[src/rtl/watch_pkg.sv]
// Shared types and constants for the watch mode sequencer.
package watch_pkg;

  typedef enum logic [1:0] {
    NORM   = 2'd0,
    RING   = 2'd1,
    SNOOZE = 2'd2
  } watch_state_e;

  localparam int DISP_W = 48;

  localparam int MODE_CLOCK     = 0;
  localparam int MODE_ALARM     = 1;
  localparam int MODE_STOPWATCH = 2;
  localparam int MODE_TIMER     = 3;

  localparam int BTN_UP    = 0;
  localparam int BTN_DOWN  = 1;
  localparam int BTN_LEFT  = 2;
  localparam int BTN_RIGHT = 3;
  localparam int BTN_ENTER = 4;
  localparam int BTN_ESC   = 5;
  localparam int BTN_MODE  = 6;
  localparam int NUM_BTN   = 7;

  function automatic int max_int(input int a, input int b);
    return (a > b) ? a : b;
  endfunction

endpackage

[src/rtl/btn_edge.sv]
// Registered rising-edge detector: one-cycle pulse per rising level.
module btn_edge (
  input  logic clk,
  input  logic rst_n,
  input  logic lvl,
  output logic pulse
);

  logic prev;

  // NOTE: sequential state uses non-blocking assignments so every register
  // samples pre-edge values regardless of statement order.
  always_ff @(posedge clk or negedge rst_n) begin
    if (!rst_n) begin
      prev  <= 1'b0;
      pulse <= 1'b0;
    end else begin
      prev  <= lvl;
      pulse <= lvl & ~prev;
    end
  end

endmodule

[src/rtl/watch_mode_ctrl.sv]
// Watch mode sequencer: mode stepping, button forwarding, display mux and
// alarm ring arbitration. Snooze support is built only with WATCH_SNOOZE_EN.
module watch_mode_ctrl
  import watch_pkg::*;
#(
  parameter int NUM_MODES    = 4,
  parameter int RING_TICKS   = 60,
  parameter int SNOOZE_TICKS = 300
) (
  input  logic                        clk,
  input  logic                        rst_n,
  input  logic                        btn_up,
  input  logic                        btn_down,
  input  logic                        btn_left,
  input  logic                        btn_right,
  input  logic                        btn_enter,
  input  logic                        btn_esc,
  input  logic                        btn_mode,
  input  logic                        sec_tick,
  input  logic                        alm_req,
  input  logic [NUM_MODES-1:0]        busy,
  input  logic [DISP_W*NUM_MODES-1:0] disp_in,
  output logic [NUM_MODES-1:0]        mode_sel,
  output logic                        up,
  output logic                        down,
  output logic                        left,
  output logic                        right,
  output logic                        enter,
  output logic                        esc,
  output logic [DISP_W-1:0]           out,
  output logic                        buzzer,
  output logic                        ring_ack
);

  localparam int CUR_W   = (NUM_MODES > 1) ? $clog2(NUM_MODES) : 1;
  localparam int CNT_MAX = max_int(RING_TICKS, SNOOZE_TICKS);
  localparam int CNT_W   = $clog2(CNT_MAX + 1);

  watch_state_e      state;
  logic [CUR_W-1:0]  cur;
  logic [CUR_W-1:0]  next_cur;
  logic [CNT_W-1:0]  cnt;
  logic [CNT_W-1:0]  cnt_inc;
  logic              alm_prev;
  logic              alm_rise;
  logic              fwd_en;
  logic              ring_done;
  logic [NUM_BTN-1:0] lvl;
  logic [NUM_BTN-1:0] pulse;
  logic [DISP_W-1:0] slice [NUM_MODES];
  logic [DISP_W-1:0] sel_word;

  assign lvl = {btn_mode, btn_esc, btn_enter, btn_right, btn_left, btn_down, btn_up};

  for (genvar i = 0; i < NUM_BTN; i++) begin : g_btn
    btn_edge u_edge (
      .clk   (clk),
      .rst_n (rst_n),
      .lvl   (lvl[i]),
      .pulse (pulse[i])
    );
  end

  for (genvar i = 0; i < NUM_MODES; i++) begin : g_slice
    assign slice[i] = disp_in[DISP_W*i +: DISP_W];
  end

  // Buttons reach the active mode only when the alarm is not ringing.
  assign fwd_en = (state != RING);
  assign up     = pulse[BTN_UP]    & fwd_en;
  assign down   = pulse[BTN_DOWN]  & fwd_en;
  assign left   = pulse[BTN_LEFT]  & fwd_en;
  assign right  = pulse[BTN_RIGHT] & fwd_en;
  assign enter  = pulse[BTN_ENTER] & fwd_en;
  assign esc    = pulse[BTN_ESC]   & fwd_en;

  assign alm_rise  = alm_req & ~alm_prev;
  assign ring_done = sec_tick && (cnt == CNT_W'(RING_TICKS - 1));

  // NOTE: every always_comb target gets a default first so no path can
  // leave it unassigned and infer a latch.
  always_comb begin
    next_cur = cur + 1'b1;
    if (cur == CUR_W'(NUM_MODES - 1)) next_cur = '0;
    cnt_inc = (cnt == CNT_W'(CNT_MAX)) ? cnt : cnt + 1'b1;
    sel_word = (state == RING) ? slice[MODE_CLOCK] : slice[cur];
  end

  always_ff @(posedge clk or negedge rst_n) begin
    if (!rst_n) begin
      state    <= NORM;
      cur      <= '0;
      mode_sel <= NUM_MODES'(1);
      cnt      <= '0;
      alm_prev <= 1'b0;
      buzzer   <= 1'b0;
      ring_ack <= 1'b0;
    end else begin
      alm_prev <= alm_req;
      ring_ack <= 1'b0;
      unique case (state)
        NORM: begin
          // An alarm rise pre-empts a coincident mode pulse.
          if (alm_rise) begin
            state  <= RING;
            buzzer <= 1'b1;
            cnt    <= '0;
          end else if (pulse[BTN_MODE] && !busy[cur]) begin
            cur      <= next_cur;
            mode_sel <= NUM_MODES'(1) << next_cur;
          end
        end
        RING: begin
          if (pulse[BTN_ESC] || ring_done) begin
            state    <= NORM;
            buzzer   <= 1'b0;
            ring_ack <= 1'b1;
            cnt      <= '0;
`ifdef WATCH_SNOOZE_EN
          end else if (pulse[BTN_ENTER]) begin
            state  <= SNOOZE;
            buzzer <= 1'b0;
            cnt    <= '0;
`endif
          end else if (sec_tick) begin
            cnt <= cnt_inc;
          end
        end
`ifdef WATCH_SNOOZE_EN
        SNOOZE: begin
          if (pulse[BTN_ESC]) begin
            state    <= NORM;
            ring_ack <= 1'b1;
            cnt      <= '0;
          end else if (sec_tick && (cnt == CNT_W'(SNOOZE_TICKS - 1))) begin
            state  <= RING;
            buzzer <= 1'b1;
            cnt    <= '0;
          end else if (sec_tick) begin
            cnt <= cnt_inc;
          end
        end
`endif
        default: begin
          state  <= NORM;
          buzzer <= 1'b0;
          cnt    <= '0;
        end
      endcase
    end
  end

  always_ff @(posedge clk or negedge rst_n) begin
    if (!rst_n) out <= '0;
    else        out <= sel_word;
  end

endmodule

[config.mk]
export PLATFORM = sky130hd
export DESIGN_NAME = watch_mode_ctrl
export DESIGN_NICKNAME = d
export VERILOG_FILES = /design/src/rtl/watch_pkg.sv /design/src/rtl/btn_edge.sv /design/src/rtl/watch_mode_ctrl.sv
export SDC_FILE = /design/constraint.sdc
export NUM_CORES = 1
export LEC_CHECK = 0
export ABC_CLOCK_PERIOD_IN_PS = 1900
export CORE_AREA = 2 2 105 107
export DETAILED_ROUTE_END_ITERATION = 8
export DIE_AREA = 0 0 107 109
export DONT_BUFFER_PORTS = 1
export GPL_TIMING_DRIVEN = 0
export PLACE_DENSITY_LB_ADDON = 0.25
export SLEW_MARGIN = 15
export SYNTH_ARGS = -nofsm -noshare
export SYNTH_HDL_FRONTEND = slang
export SYNTH_SLANG_ARGS = --single-unit
[constraint.sdc]
create_clock -name clk -period 1.9 [get_ports clk]
set_input_delay 0.285 -clock clk [delete_from_list [all_inputs] [get_ports clk]]
set_output_delay 0.285 -clock clk [all_outputs]
set_load 0.05 [all_outputs]
After elaboration in Yosys (flattened, before gate mapping):

Index checks and enable logic that the tools add are counted.

* shifts and indexed selects: 1
* bitwise operators: 24
* add/subtract/negate cells: 2
* reductions and logical operators: 8
* equal/unequal tests: 9
* order comparisons: 2
* muxes and demuxes: 20

Operator list (count)
* 48-bit 2-to-1 mux: 3
* 48-bit binary-select mux with 2-bit select: 1
* 9-bit 2-to-1 mux: 4
* 9-bit one-hot mux with 2 select lines: 1
* 1-bit AND: 14
* 9-bit by 1-bit adder with 9-bit output, second input constant: 1
* 9-bit by 6-bit equality test with 1-bit output, second input constant: 1
* 9-bit equality test, second input constant: 1
* 1-bit NOT: 9
* 2-bit 2-to-1 mux: 3
* 3-bit by 2-bit inequality test with 1-bit output, second input constant: 2
* 3-bit AND reduction: 2
* 1-bit 2-to-1 mux: 5
* 2-bit by 1-bit inequality test with 1-bit output, second input constant: 2
* 2-bit one-hot mux with 2 select lines: 1
* 1-bit by 2-bit << shifter with 4-bit output, first input constant: 1
* 3-bit >= comparator, second input constant: 1
* 2-bit by 3-bit < comparator with 1-bit output, second input constant: 1
* 2-bit NOT with 3-bit output: 1
* 2-bit by 1-bit adder with 2-bit output, second input constant: 1
* 1-bit binary-select mux with 2-bit select: 1
* 2-bit by 1-bit equality test with 1-bit output, second input constant: 1
* 2-bit equality test, second input constant: 1
* 1-bit logical AND: 2
* 6 further kinds: 6

* flip-flop bits (word level): 82
* input bits: 207
* output and inout bits: 60

Depth between registers and ports, before layout:

Gate-level depths: netlist of the first run.

* word-level depth: 5
* gate-level depth with buffers: 7

Modules after synthesis:

A second synthesis of the first run with hierarchy kept.

* cells, all modules: 397
* area, all modules: 4324.1 um2

Modules (own cells, without submodules)
* watch_mode_ctrl: seq. area each 1652.8 um2, instances 1, cells an instance 376, area each 3877.5 um2
* btn_edge: seq. area each 50.0 um2, instances 7, cells an instance 3, area each 63.8 um2

Worst setup path before layout of the first run:

OpenSTA, ideal clock, no wires.

* kind: register to output
* start: register buzzer (netlist name)
* end: output port down
* cell stages (with the launch flop): 5
* buffers on the path: 3
* data arrival time: 1.860 ns
* required time: 1.615 ns
* setup slack: -0.245 ns
* cells stage by stage: dfrtp_1 > buf_2 > buf_2 > buf_1 > nor2b_1

RTL lines
* to (decl): RTL line watch_mode_ctrl.sv:25 `output logic down,`

==> reports/metrics.yaml, run 1 <==
layout:
  drive_above_1_share_pct: 31.10
  n_antenna_cell: 0
  synthToLayoutAreaGrowth_pct: 19.55
  final_nets: 656
logic_synthesis:
  synth_edf_count: 0
  synthFlopType: "dfrtp_1"
  ys_ff_latch: 80
  synthDistinctLibCells: 38
  postSynth.asyncResetShare_pct: 100.0
  syn-cell-area_sq_um: 4370
  netlist.area_leader.share_pct: 45.23
  ys_warn_count: 0
  syn_area_per_cell_sq_um: 10.66
  syn_nets: 624
  synth_cells: 410
  yosysSeqAreaShare_pct: 45.83
  synth_area_leader_cell: "dfrtp_1"
  synthTopCellsByArea: "dfrtp_1 45%, a22oi_1 16%, mux2_2 14%"
worst_setup_path:
  slowest_stage: "dfrtp_2"
  cpPeakStageDelay_ns: 0.53
  worstSetupPathType: "reg -> reg"
  worst-path-buf-inv: 3
  cp_common_cell: "buf_6"
  required_ns: 2.18
  cp_max_fo: 5
  critPathTopFamily: "flip-flops"
  cp-start-kind: "flip-flop"
  cp_cell_sequence: "buf_6, buf_6, and2_4, a41o_4, or3_4, buf_8, a211oi_2"
  cp.arrival_ns: 2.29
  crit_path_end_kind: "flip-flop"
worst_hold_path:
  hold_class: "in -> async"
timing:
  setup_viol: 10
  drv_slew: 0
  worst_slew_pin_slew_ns: 0.5369
  rsz0062_at_grt: "true"
  final-hold-violation-count: 80
  fin_worst_hold_slack_ns: -0.3844
  worst_slack_ns: -0.1092
  fin_crit_ns: 2.009
  finalCritPeriodShare_pct: 105.7
  skew_ns: 0.008480
  fmax_mhz: 497.7
  relSlewSlack_pct: 64.07
global_route:
  grt_max_degree: 81
  grt_pass1_wl_microns: 20410
  grt_usage_pct: 23.01
  first_global_vias: 3744
  antenna_found_initial: 0
  grt.overflow.total: 0
floorplanning:
  die_area_sq_um: 11660
  die_w_microns: 107
  coreArea_sq_um: 10600
  ios: 267
  num_rows: 38
  die_h_microns: 109
  initial_core_util_pct: 41.22
routing:
  ant_nets: 0
  routed_wl_microns: 13890
  first_pass_iters: 5
  drt-initial-drc-count: 192
  vias: 3666
  drc_errors: 0
  viasPerCell: 6.245
  wire_per_inst_microns: 23.67
placement:
  gp_congestion: 0.7930
  pre_cts_ws_ns: -0.5582
  numPortBuffers: 0
  hpwl_microns: 10090
clocking:
  htree_levels: 3
  path_clk_slew_ns: 0.09
  worstSkewPairLatency_ns: 0.35
  cts_buffers: 9
  cts_root_buffer: "clkbuf_8"
  hold_buffers: 8
  tritoncts: "built"
  clockBufferDepth: 2
  cts_sinks: 80
power_and_ir_drop:
  power_density_nw_per_um2: 1445
  peakVddDrop_v: 0.0005782
  power_uw: 7552
  leakage_uw: 0.002071
flow_run:
  maxCapViolCount: 0
run_status:
  violations: "hold timing, setup timing"
  outcome: "finished, violations left"
==> final timing paths <==
kind	startpoint	end	slack [ns]	cells after the start
worst max register to register	buzzer	cnt[5]	-0.11	7
worst min-delay path	rst_n	out[39]	-0.38	0
worst max-delay path	buzzer	cnt[5]	-0.11	7
max in group asynchronous	rst_n	mode_sel[0]	2.09	0
worst min register to register	g_btn[3].u_edge.prev	g_btn[3].u_edge.pulse	0.39	1
min in group clk	btn_right	g_btn[3].u_edge.pulse	0.06	1
==> synth_stat cells (3+ instances only) <==
library cell	number
clkbuf_1	23
nor2b_1	13
nand2_1	3
a22oi_1	96
a31oi_1	4
inv_1	8
a41oi_1	3
mux2_2	54
o21ai_0	54
nand3_1	10
ha_1	7
dfrtp_1	79
buf_2	6
o21ai_1	3
nor2_1	9
buf_1	6
==> per-stage QoR <==
step | hold WS (ns) | util [%] | TNS, ns | cell area [sq um] | instances
6_report | -0.3844 | 49.28 | -0.4234 | 5225 | 587
5_1_grt | -0.4179 | 49.28 | -0.9597 | 5225 | 587
4_1_cts | -0.4081 | 47.97 | -0.6595 | 5086 | 579
3_5_place_dp | -0.009191 | 42.91 | -21.03 | 4549 | 550
3_3_place_gp | -0.009277 | 42.91 | -18.66 | 4549 | 550
2_1_floorplan | -0.01059 | - | -0.4654 | 4374 | 410
==> flip-flops by register name, indices dropped and copies added, names as in the netlist, 2 cells and up <==
register and flops:
mode_sel 4, out 48, g_btn.u_edge.prev 7, g_btn.u_edge.pulse 7
cnt 9, cur 2
==> per-layer routing <==
layer	global-route usage, %	wire length (microns)
met5	0	0
met4	6.679	133
met3	6.097	1060
met2	38.63	7123
met1	29.32	5577
==> power by group <==
part	leakage, uW	internal [uW]	total (uW)	switching (uW)
Combinational	0.000978	1170	2490	1330
Sequential	0.000974	2080	3530	1450
Clock	0.000119	875	1530	657
Total	0.00207	4120	7550	3430
==> timing repair <==
item	4_1_cts	5_1_grt
setup buffers	4	8
pin swaps	2	5
gates cloned	1	0
gates resized for setup	55	43
hold endpoints to repair	88	80
setup endpoints to repair	69	53
==> placed cells by master, fill, tap and decap left out, types with 3 or more instances in the layout <==
master / n
nand2_1: 3
nor2_1: 7
buf_6: 10
mux2_2: 54
buf_4: 9
nor2b_1: 7
o21ai_2: 3
a22oi_1: 96
dfrtp_2: 3
clkbuf_8: 9
clkbuf_2: 5
buf_2: 6
clkbuf_4: 3
nor2b_4: 6
bufinv_16: 3
ha_1: 6
nand3_1: 9
o21ai_0: 45
dfrtp_1: 76
o21ai_1: 9
a31oi_1: 4
inv_1: 6
clkbuf_1: 12
dlygate4sd3_1: 8
==> cell type report <==
type	count	area, sq um
fillers	978	5378
multi-input cells	285	2312
flip-flops and latches	80	2007
plain buffers	37	264.0
repair buffers	21	192.7
well taps	140	175.2
clock buffers	9	123.9
clock inverters	7	120.1
inverters	8	30.03
==> kinds of logic after synthesis <==
group	share of synthesized area, %
and+or+nand+nor	6.613
AOI/OAI and AO/OA	27.03
DFF	45.83
muxes	14.14
buffers and inverters	4.380
adders and majority gates	2.004
No activity file was read; power rests on OpenSTA's default activity.
==> run 2, diff against run 1 <==
TNS_END_PERCENT = 20   (was default)
==> run 2 against run 1 <==
  * The flow still finishes with violations (hold timing, setup timing)
  * Core utilization down 0.77 points
  * Fmax up 3.7%
  * Combinational power down 2%
  * Global-route usage down 0.54 points
  * Power down 3.2%
  * Design area down 1.6%
  * Sequential power about the same
  * Sequential cell count unchanged
  * Highest routed layer unchanged
==> reports/metrics.yaml, run 2 (synthesis gave the netlist of run 1 again) <==
run_status:
  outcome: "finished, violations left"
  violations: "hold timing, setup timing"
power_and_ir_drop:
  peakVddDrop_v: 0.0006423
  power_density_nw_per_um2: 1421
  combPwrFrac_pct: 33.2
  switching_share_pct: 46.77
  leakage_uw: 0.002044
  switchingPower_uw: 3419
  clkPwrFrac_pct: 18.5
  pwr-share-seq_pct: 48.3
  internal_power_uw: 3891
routing:
  drt-initial-drc-count: 303
  vias: 3701
  wire_per_inst_microns: 23.73
  wl_met1_microns: 5594
  drc_errors: 0
  topRoutingLayerUsed: "met4"
  dr_wl_met3_microns: 1083
  first_pass_iters: 5
  ant_nets: 0
  routed_wl_microns: 13930
  viasPerCell: 6.305
  routed-wl-met2_microns: 7116
clocking:
  clockBufferDepth: 2
  path_clk_slew_ns: 0.09
  cts_root_buffer: "clkbuf_8"
  worstSkewPairLatency_ns: 0.36
  htree_levels: 3
  cts_sinks: 80
  hold_buffers: 8
  tritoncts: "built"
  cts_buffers: 9
global_route:
  grt_max_degree: 81
  antenna_found_initial: 0
  first_global_vias: 3620
  grt_usage_pct: 22.47
  grt_pass1_wl_microns: 19780
  grt.overflow.total: 0
flow_run:
  maxCapViolCount: 0
layout:
  finalInstanceArea_sq_um: 5144
  fin_cells: 587
  final_common_cell: "a22oi_1"
  synthToLayoutAreaGrowth_pct: 17.69
  nFillCells: 980
  reg.largest.list: "out (48), cnt (9)"
  n_antenna_cell: 0
  final_nets: 656
  drive_above_1_share_pct: 30.65
  largest_register: "out"
  fin_util_pct: 48.51
  layout_common_cells: "96 x a22oi_1, 75 x dfrtp_1, 54 x mux2_2"
  largest_reg_flops: 48
timing:
  drv_slew: 0
  finalCritPeriodShare_pct: 101.9
  final-hold-violation-count: 80
  worst_slack_ns: -0.03703
  fin_crit_ns: 1.937
  skew_ns: 0.007482
  worst_slew_pin_slew_ns: 0.5162
  setup_viol: 4
  rsz0062_at_grt: "true"
  relSlewSlack_pct: 65.61
  fin_worst_hold_slack_ns: -0.3861
  fmax_mhz: 516.3
worst_setup_path:
  cp_cell_sequence: "buf_6, buf_12, buf_12, nor2b_4"
  cpPeakStageDelay_ns: 0.53
  reg2reg_setup_slack_ns: -0.01
  worstSetupPathType: "reg -> out"
  slowest_stage: "dfrtp_2"
  cp-start-kind: "flip-flop"
  r2r_cells: 7
  cp_max_fo: 6
  cp_common_cell: "buf_12"
  required_ns: 1.62
  timing.rr.end: "cnt[6]"
  r2r-start: "cnt[0]"
  cp.arrival_ns: 1.65
  crit_path_end_kind: "primary output"
placement:
  dp_cells: 550
  post_dp_cell_area_sq_um: 4546
  numPortBuffers: 0
  hpwl_microns: 9937
  gp_congestion: 0.8068
floorplanning:
  coreArea_sq_um: 10600
  die_w_microns: 107
  ios: 267
  die_area_sq_um: 11660
  num_rows: 38
  die_h_microns: 109
  initial_core_util_pct: 41.22
worst_hold_path:
  hold_class: "in -> async"
[run 2: stage by stage]
stage          setup slack, ns  power [uW]  setup TNS (ns)
2_1_floorplan          -0.2448        5138         -0.9633
3_3_place_gp           -0.5865        5643          -20.22
3_5_place_dp           -0.5824        5716          -21.87
4_1_cts               -0.05956        7262         -0.1821
5_1_grt               -0.09785        7713         -0.7268
6_report              -0.03703        7310         -0.1105
[run 2: worst max path at each step]
stage            end  cells past startpoint  startpoint  slack (ns)
4_1_cts         down                      4      buzzer       -0.06
3_3_place_gp    down                      4      buzzer       -0.59
5_1_grt         down                      4      buzzer        -0.1
3_5_place_dp    down                      4      buzzer       -0.58
2_1_floorplan   down                      4      buzzer       -0.24
6_report       right                      4      buzzer       -0.04
[run 2: worst max-delay path, delay by kind of cell, from the launching register on]
kind / cells / cell delay [ns]
buffers and inverters: 3 / 0.45
flip-flops: 1 / 0.53
AND/OR/NAND/NOR: 1 / 0.31
[run 2: cell type report]
type                       count  area (sq um)  area share (%)
buffer                        37         240.2           4.670
clock buffer                  11         151.4           2.943
clock inverter                 5         63.81           1.241
inverter                       8         30.03          0.5838
multi-input combinational    285          2300           44.71
sequential                    80          2008           39.04
tap                          140         175.2           3.405
timing repair buffer          21         175.2           3.405
[run 2: power by group through the flow]
stage	clock, uW	sequential, uW	combinational, uW
6_report	1350	3530	2430
3_5_place_dp	0	3550	2160
4_1_cts	1390	3530	2340
3_3_place_gp	0	3550	2090
5_1_grt	1480	3560	2670
2_1_floorplan	0	3450	1690
[run 2: layer usage]
layer / vias to the layer above / global-route usage [%]
met3: 13 / 4.961
met5: - / 0
li1: 1640 / -
met1: 1810 / 29.48
met2: 238 / 37.49
met4: 0 / 6.586
[run 2: what timing repair did]
| item | in CTS | in global routing |
|---|---|---|
| endpoints found under the setup margin | 69 | 65 |
| setup buffers | 6 | 6 |
| hold endpoints to repair | 88 | 80 |
| gates cloned | 1 | 0 |
| resized for setup | 46 | 27 |
| pin swaps | 4 | 6 |
